--- src/rtl/debounce_sync.sv ---
// Switch/button debouncer with a two-flop synchronizer.
// The synchronized input s must differ from q for STABLE_CYCLES consecutive
// edges before q follows it. Pulses on rise/fall mark each accepted change.
//
// Ports:
//   clk  - single clock, rising edge
//   rst  - synchronous active-high reset
//   din  - raw asynchronous level input (may bounce)
//   q    - debounced, synchronized level (registered)
//   rise - one-cycle pulse coincident with q going 0->1 (registered)
//   fall - one-cycle pulse coincident with q going 1->0 (registered)
//   busy - high while a level change is pending (registered)
module debounce_sync #(
    parameter int unsigned STABLE_CYCLES = 4
) (
    input  logic clk,
    input  logic rst,
    input  logic din,
    output logic q,
    output logic rise,
    output logic fall,
    output logic busy
);

    localparam int unsigned CW = (STABLE_CYCLES > 1) ? $clog2(STABLE_CYCLES) : 1;
    localparam logic [CW-1:0] CNT_LAST = CW'(STABLE_CYCLES - 1);
    localparam logic [CW-1:0] CNT_ONE  = CW'(1);

    typedef enum logic [1:0] {
        S_LOW       = 2'd0,
        S_PEND_HIGH = 2'd1,
        S_HIGH      = 2'd2,
        S_PEND_LOW  = 2'd3
    } state_t;

    logic          ff1;
    logic          ff2;
    logic          s;
    state_t        state;
    state_t        state_nxt;
    logic [CW-1:0] cnt;
    logic [CW-1:0] cnt_nxt;
    logic          q_nxt;
    logic          rise_nxt;
    logic          fall_nxt;
    logic          busy_nxt;

    assign s = ff2;

    // Synchronizer, state, counter and registered outputs.
    always_ff @(posedge clk) begin
        if (rst) begin
            ff1   <= 1'b0;
            ff2   <= 1'b0;
            state <= S_LOW;
            cnt   <= '0;
            q     <= 1'b0;
            rise  <= 1'b0;
            fall  <= 1'b0;
            busy  <= 1'b0;
        end else begin
            ff1   <= din;
            ff2   <= ff1;
            state <= state_nxt;
            cnt   <= cnt_nxt;
            q     <= q_nxt;
            rise  <= rise_nxt;
            fall  <= fall_nxt;
            busy  <= busy_nxt;
        end
    end

    // Next-state, counter and output decode. cnt tracks consecutive edges
    // with s != q; it restarts at zero whenever s agrees with q again.
    always_comb begin
        state_nxt = state;
        cnt_nxt   = '0;
        rise_nxt  = 1'b0;
        fall_nxt  = 1'b0;

        case (state)
            S_LOW: begin
                if (s) begin
                    if (STABLE_CYCLES == 1) begin
                        state_nxt = S_HIGH;
                        rise_nxt  = 1'b1;
                    end else begin
                        state_nxt = S_PEND_HIGH;
                        cnt_nxt   = CNT_ONE;
                    end
                end
            end
            S_PEND_HIGH: begin
                if (!s) begin
                    state_nxt = S_LOW;
                end else if (cnt == CNT_LAST) begin
                    state_nxt = S_HIGH;
                    rise_nxt  = 1'b1;
                end else begin
                    cnt_nxt = cnt + CNT_ONE;
                end
            end
            S_HIGH: begin
                if (!s) begin
                    if (STABLE_CYCLES == 1) begin
                        state_nxt = S_LOW;
                        fall_nxt  = 1'b1;
                    end else begin
                        state_nxt = S_PEND_LOW;
                        cnt_nxt   = CNT_ONE;
                    end
                end
            end
            S_PEND_LOW: begin
                if (s) begin
                    state_nxt = S_HIGH;
                end else if (cnt == CNT_LAST) begin
                    state_nxt = S_LOW;
                    fall_nxt  = 1'b1;
                end else begin
                    cnt_nxt = cnt + CNT_ONE;
                end
            end
            default: begin
                state_nxt = S_LOW;
            end
        endcase

        q_nxt    = (state_nxt == S_HIGH) || (state_nxt == S_PEND_LOW);
        busy_nxt = (state_nxt == S_PEND_HIGH) || (state_nxt == S_PEND_LOW);
    end

endmodule

--- config.mk ---
export PLATFORM = sky130hd
export DESIGN_NAME = debounce_sync
export DESIGN_NICKNAME = d
export VERILOG_FILES = /design/src/rtl/debounce_sync.sv
export SDC_FILE = /design/constraint.sdc
export NUM_CORES = 1
export LEC_CHECK = 0
export CAP_MARGIN = 20
export CORE_AREA = 2 2 39 41
export DETAILED_ROUTE_END_ITERATION = 10
export DIE_AREA = 0 0 41 43
export PLACE_DENSITY = 0.39
export SYNTH_ARGS = -nofsm -noshare
export SYNTH_HDL_FRONTEND = slang
export SYNTH_SLANG_ARGS = --single-unit
--- constraint.sdc ---
create_clock -name clk -period 1.2 [get_ports clk]
set_input_delay 0.12 -clock clk [delete_from_list [all_inputs] [get_ports clk]]
set_output_delay 0.12 -clock clk [all_outputs]
set_load 0.02 [all_outputs]
Yosys cells after proc, flatten, opt, wreduce, memory -nomap -nowiden
Cells that the tools add are included.

Flip-flop bits (word level): 10.

Add/sub/neg operators: 1. Equality and inequality tests: 7. Muxes and demuxes: 14. Bitwise logic cells: 3. Reduce and logical (&&, ||, !) cells: 5.

Operators with widths (number): two-way mux 2 bit (9); case mux 2 bit (4 select lines) (2); equality test 2 bit (second input constant) (5); OR reduction 3 bit (2); equality test 2 x 1 -> 1 bit (second input constant) (2); two-way mux 1 bit (3); NOT 1 bit (3); adder 2 x 1 -> 2 bit (second input constant) (1); zero test 2 bit (1); logical OR 1 bit (2).

Logic depth before layout (Yosys ltp)
Gate-level depths: netlist of run 1.

Word-level depth: 6. Gate-level depth with buffers: 3. Mapped depth without buffers: 3.

Least setup slack after synthesis of run 1
Ideal clock, no wire load.

Path type: reg-to-reg. Start point: reg state[1]. End point: reg cnt[1]. Library setup time: 117 ps. Data arrival time: 928 ps. Data required time: 1083 ps. Slack: 155 ps. Cell stages (with the launch flop): 3. Path buffers: 0. Period minus slack after synthesis: 1045 ps. Cells stage by stage: dfxtp_1 xnor2_1 and4bb_2.

Word-level cells in the longest chain between the ends: 2. Elaborated cells on any way between the ends: 5. Those cells by class: eq/ne (3); mux (1); reduce/logical (1).

RTL lines: from (decl) (line 39) `state_t state;`; from (signal assigned) (line 64) `state <= state_nxt;`; equality test 2 bit, or another cell as far along (line 81) `case (state)`; case mux 2 bit (4 select lines) * (line 81); to (signal assigned) (line 65) `cnt <= cnt_nxt;`; to (decl) (line 41) `logic [CW-1:0] cnt;`.

Every way passes the cells marked *; elsewhere a longest branch is shown, timed or not. A chain may end at the register's enable or synchronous reset.

==> metrics.md, run 1 <==
| Metric | Value |
|---|---|
| CTS tree | built |
| Share of power burned in the clock network | around 41% |
| Final #Nets | 42 |
| Register clock-pin slew on the reported worst setup and hold paths | ~0.06 ns |
| GRT met1 Usage | around 7.8% |
| Vias in the first global route | 194 |
| Setup repair bufs after CTS | 0 |
| Register-to-Register Path Depth | 3 |
| Hold Path Depth | 2 |
| Crit path cell chain | dlygate4sd2_1 |
| Final GP Congestion | around 0.69 |
| Final Critical Period | 1.11 ns |
| Synth cell types | 13 |
| Arrival @ worst endpoint | 0.99 ns |
| Sw Ratio | about a fifth |
| Max IR drop VDD | around 0.00065 V |
| Final worst path period share | 92.8% |
| Starting density of the core | 21.4% |
| Routing usage on met2 | ~9.7% |
| Maxcap violations | 0 |
| Fin. Hold Viols | 0 |
| Worst setup SP type | flip-flop |
| Global route overflow | 0 |
| Setup violators final | 0 |
| Measured slew at the worst slew-check pin | 0.227 ns |
| Post-route DRC | 0 |
| R2R Path Start | cnt[0] |
| Initial antenna violation count | 0 |
| Gr usage total | approximately 7.6% |
| Most Crowded Layer GR | met2 |
| Reg-to-reg slack, setup | 0.18 ns |
| DR WL/cell | ~8.7 um |
| Status | complete, no violations |
| Ranking of synthesized cells by area | dfxtp_1 (61%), a211oi_1 (5.1%), nor3b_1 (5.1%) |
| Share of cells above drive strength 1 | about 22% |
| Clock Tree Buf Depth | 2 |
| Die area | roughly 0.0018 mm^2 |
| Antenna-violating nets left | 0 |
| RSZ-0062 raised after global routing | no |
| Placeable Area | 0.00138 mm^2 |
| Min-delay src | din |
| I/O Pins | 7 |
| HP Class | input port to flip-flop |
| CTS Sinks | 9 |
| Sw Pwr | 115 uW |
| Hold endpoint | ff1 |
| Critical Path Sink Type | primary output |
| Pin count of the biggest net entering global routing | 8 |
| CP bufs+invs | 1 |
| Pint | 450 uW |
| Skew-Pair Late Insertion Delay | 0.26 ns |
| Seq pwr share | a little over half |
| Cell area after synthesis | between 200 and 300 um^2 |
| Req. time, crit path | around 1.1 ns |
| CP max FO | 5 |
| Root buffer selected by CTS | clkbuf_4 |
| P per Cell Area | 1340 mW/mm^2 |
| Htree depth | 1 |
| Design Power | between 500 and 600 uW |
| CP top delay family | flip-flops |
| Slowest stage cell, crit path | dfxtp_1 |
| N_diodes | 0 |
| CP Class | flip-flop to primary output |
| Peak Freq | between 0.8 and 0.9 GHz |
| Layout area overhead | 41.8% |
| Cts hold-fix bufs | 0 |
| R2r endpoint | state[1] |
| Synth top area share | between 60% and 70% |
| Via count | 218 |
| Filler instances | between 100 and 150 |
| Sequential area share after synthesis | between 60% and 70% |
| First-pass GRT wire length | about 810 um |
| Slew Limit Fails | 0 |
| Met3 usage | 7.85% |
| Synth area leader | dfxtp_1 |
| Final setup TNS | 0 ns |
| Slew Limit Headroom | a little over four fifths |
| Rows | 14 |
| Final Skew | 0.00573 ns |
| Routed WL | 460 um |
| Post-detail-place hpwl | roughly 350 um |
| Mapped Cells | 24 |
| Chip Height | between 40 and 50 um |
| Max incr delay on CP | 0.39 ns |
| Vias/cell | around 4.1 |
| Comb pwr share | ~4.6% |
| Syn Area/Cell | 12.4 um^2 |
| FF+latch count, synth | 9 |
| Synth warn | 0 |
| Port buffer count | 6 |
| First drt pass iteration count | 2 |
| Net Count, Synth | 28 |
| TritonCTS Buffers | 3 |
| DR iter-0 viols | 1 |
| Pleak | roughly 0.00018 uW |
| Chip width | between 40 and 50 um |
[worst max path at each step]
stage	cells past startpoint	start	to
after global placement	1	state[1]	q
after CTS	1	state[1]	q
after floorplan	2	state[1]	cnt[1]
after global routing	1	state[1]	q
final	1	state[1]	q
after detailed placement	1	state[1]	q
[layout by cell type, fill, tap and decap left out]
cell,instances
o21a_1,1
nor3b_1,2
dlygate4sd2_1,4
clkdlybuf4s50_1,2
a21oi_1,1
dfxtp_1,9
nor2b_1,2
clkbuf_4,3
nand3b_1,1
ha_1,1
a211oi_1,2
xnor2_1,1
a21bo_2,1
and4bb_2,1
nor3_1,1
buf_4,3
nand3_1,1
clkbuf_1,1
[power by group through the flow]
| stage | clock network, uW | registers (uW) | logic, uW |
|---|---|---|---|
| 2_1_floorplan | 0 | 316 | 6.99 |
| 3_3_place_gp | 0 | 315 | 26.7 |
| 3_5_place_dp | 0 | 315 | 26.7 |
| 4_1_cts | 241 | 309 | 26.2 |
| 5_1_grt | 262 | 309 | 28.9 |
| 6_report | 230 | 309 | 26.0 |
[state kept, by name, summed over array words and instances (netlist names)]
| signal | count |
|---|---|
| state | 2 |
| cnt | 2 |
| ff2 | 1 |
| fall | 1 |
| ff1 | 1 |
| rise | 1 |
| busy | 1 |
[synthesized netlist by cell type]
cell type	number
dfxtp_1	9
a211oi_1	2
nor2b_1	2
nor3b_1	2
a21bo_2	1
a21oi_1	1
and4bb_2	1
ha_1	1
nand3_1	1
nand3b_1	1
nor3_1	1
o21a_1	1
xnor2_1	1
[layer usage]
metal	vias up	share of wire, %
li1	115	-
met1	91	42
met2	10	44
met3	2	12
met4	0	1.7
met5	-	0
[kinds of logic (layout without fill, tap and decap cells)]
| kind of cell | count (synthesis) | after routing | share of synthesized area, % |
|---|---|---|---|
| AOI/OAI and AO/OA | 5 | 5 | 12.7 |
| xor gates and xnor gates | 1 | 1 | 2.95 |
| adders and majority gates | 1 | 1 | 4.22 |
| buffers and inverters | 0 | 13 | 0 |
| DFF | 9 | 9 | 60.8 |
| and+or+nand+nor | 8 | 8 | 19.4 |
[cell type report]
| cell class | instances | area [um^2] | area share (%) |
|---|---|---|---|
| flip-flops and latches | 9 | 180 | 42.9 |
| multi-input cells | 15 | 116 | 27.7 |
| repair buffers | 9 | 77.6 | 18.5 |
| clock buffers | 4 | 26.3 | 6.25 |
| well taps | 16 | 20.0 | 4.76 |
[metrics by stage]
step | hold WS, ns | setup WS [ns] | util (%) | instances | cell area (um^2)
2_1_floorplan | 0.189 | 0.155 | - | 24 | 297
3_3_place_gp | 0.426 | 0.100 | 28.8 | 49 | 399
3_5_place_dp | 0.429 | 0.0824 | 28.8 | 49 | 399
4_1_cts | 0.415 | 0.0705 | 30.4 | 53 | 420
5_1_grt | 0.431 | 0.0240 | 30.4 | 53 | 420
6_report | 0.420 | 0.0860 | 30.4 | 53 | 420
[what timing repair did]
action | 4_1_cts | 5_1_grt
hold endpoints to repair | 0 | 0
setup endpoints to repair | 4 | 0
gates resized for setup | 4 | 0
Note: power is estimated with default switching activity, not from simulation.
==> run 2, diff against run 1 <==
- CORE_AREA: 2 2 39 41 -> 4 4 41 43
- DIE_AREA: 0 0 41 43 -> 0 0 45 47
==> run 2 against run 1 <==
  * Die area is 20% higher
  * Via count is 2.3% lower
  * Non-clock buffer count did not move
  * Routed wire length decreased by 0.87%
  * Largest cell class unchanged
  * Largest power group unchanged
  * Maximum frequency increased by 0.69%
  * Flip-flop and latch count is the same
  * Core utilization up 1.8 points
==> metrics.md, run 2 (synthesis gave the netlist of run 1 again) <==
| Metric | Value |
|---|---|
| CP max FO | 5 (unchanged) |
| Vias/cell | 4.10 (-0.41%) |
| Max IR drop VDD | 0.000677 V (+4.3%) |
| Post-CTS sizing | 4 (unchanged) |
| Register clock-pin slew on the reported worst setup and hold paths | 0.06 ns (about the same) |
| Gr usage total | 5.63% (-2.0 points) |
| DR WL/cell | 8.77 um (+1.0%) |
| CP Class | flip-flop to primary output |
| Commonest non-fill, non-tap cell in the layout | dfxtp_1 |
| Most frequent cells in the layout | dfxtp_1 (9), dlygate4sd2_1 (4), clkbuf_4 (3), buf_4 (3) |
| First-pass GRT wire length | 765 um (-5.2%) |
| Vias in the first global route | 188 (-3.1%) |
| Clock Tree Buf Depth | 2 (unchanged) |
| Via count | 213 (-2.3%) |
| RSZ-0062 raised after global routing | no |
| Chip Height | 47 um (+9.3%) |
| Routed WL | 456 um (-0.87%) |
| Rows | 13 (-1) |
| Top flop regs | cnt x2, state x2 |
| Root buffer selected by CTS | clkbuf_4 |
| Pin count of the biggest net entering global routing | 8 (unchanged) |
| Req. time, crit path | 1.08 ns (about the same) |
| I/O Pins | 7 (unchanged) |
| Slowest stage cell, crit path | dfxtp_1 |
| Global route overflow | 0 (unchanged) |
| Worst setup SP type | flip-flop |
| Skew-Pair Late Insertion Delay | 0.25 ns (about the same) |
| Layout area overhead | 41.4% |
| HP Class | input port to flip-flop |
| CP top delay family | flip-flops |
| Setup WS post-layout | 0.0937 ns (+0.00766 ns) |
| Critical Path Sink Type | primary output |
| CTS Sinks | 9 (unchanged) |
| CTS tree | built |
| Final GP Congestion | 0.583 (-15%) |
| CP bufs+invs | 1 (unchanged) |
| Htree depth | 1 (unchanged) |
| Design Power | 564 uW (about the same) |
| Setup violators final | 0 (unchanged) |
| P per Cell Area | 1350 mW/mm^2 (+0.22%) |
| Chip width | 45 um (+9.8%) |
| Port buffer count | 6 (unchanged) |
| N_diodes | 0 (unchanged) |
| Measured slew at the worst slew-check pin | 0.211 ns (-0.0155 ns) |
| Pleak | 0.000176 uW (unchanged) |
| Antenna-violating nets left | 0 (unchanged) |
| TritonCTS Buffers | 3 (unchanged) |
| DR iter-0 viols | 0 (-1) |
| Fin. Hold Viols | 0 (unchanged) |
| Post-detail-place hpwl | 348 um (+0.35%) |
| Peak Freq | 0.904 GHz (+0.69%) |
| Maxcap violations | 0 (unchanged) |
| Slew Limit Fails | 0 (unchanged) |
| Crit path cell chain | dlygate4sd2_1 |
| Die area | 0.00212 mm^2 (+20%) |
| Initial antenna violation count | 0 (unchanged) |
| Final setup TNS | 0 ns (unchanged) |
| Starting density of the core | 22.8% (+1.4 points) |
| Setup repair bufs after CTS | 0 (unchanged) |
| Slew Limit Headroom | 85.9% (+1.0 points) |
| Share of cells above drive strength 1 | 21.6% (unchanged) |
| Final Skew | 0.000549 ns (-0.00519 ns) |
| First drt pass iteration count | 1 (-1) |
| Arrival @ worst endpoint | 0.99 ns (about the same) |
| Final worst path period share | 92.2% (-0.64 points) |
| Cts hold-fix bufs | 0 (unchanged) |
| Status | complete, no violations |
| Placeable Area | 0.00130 mm^2 (-6.0%) |
| Max incr delay on CP | 0.38 ns (about the same) |
| Final Critical Period | 1.11 ns (-0.00766 ns) |
| Final #Nets | 42 (unchanged) |
| Worst slack, placed | 0.0845 ns (+0.00204 ns) |
| Post-route DRC | 0 (unchanged) |
run 2: cell counts in the layout (fill, tap and decap cells not counted):
Identical to the previous run, type by type.
run 2: area by class of cell:
cell class	instances	area (um^2)
clock buffer	4	26.3
multi-input combinational	15	116
tap	15	18.8
sequential	9	180
fill	142	882
timing repair buffer	9	77.6
run 2: through the flow:
stage          hold WS (ns)  util, %  instances  instance area (um^2)
5_1_grt               0.420     32.2         52                   419
6_report              0.417     32.2         52                   419
4_1_cts               0.417     32.2         52                   419
3_3_place_gp          0.428     30.6         48                   398
3_5_place_dp          0.436     30.6         48                   398
2_1_floorplan         0.189        -         24                   297
run 2: power breakdown:
part	internal [uW]	switching, uW	leakage [uW]
Sequential	305	4.07	0.0000732
Clock	128	102	0.0000150
Combinational	17.1	8.73	0.0000875
Total	450	115	0.000176
run 2: routing by layer:
layer  vias to the layer above  part of all wire (%)  GRT usage, %
met3                         0                    13          6.13
met2                         8                    45          7.91
li1                        114                     -             -
met5                         -                     0             0
met4                         0                     0          3.51
met1                        91                    42          4.83
run 2: final timing paths:
kind             from  cells past startpoint  endpoint  slack [ns]
max reg2reg    cnt[0]                      3      rise        0.19
min               din                      2       ff1        0.42
min reg2reg       ff1                      1       ff2        0.45
max          state[1]                      1         q        0.09
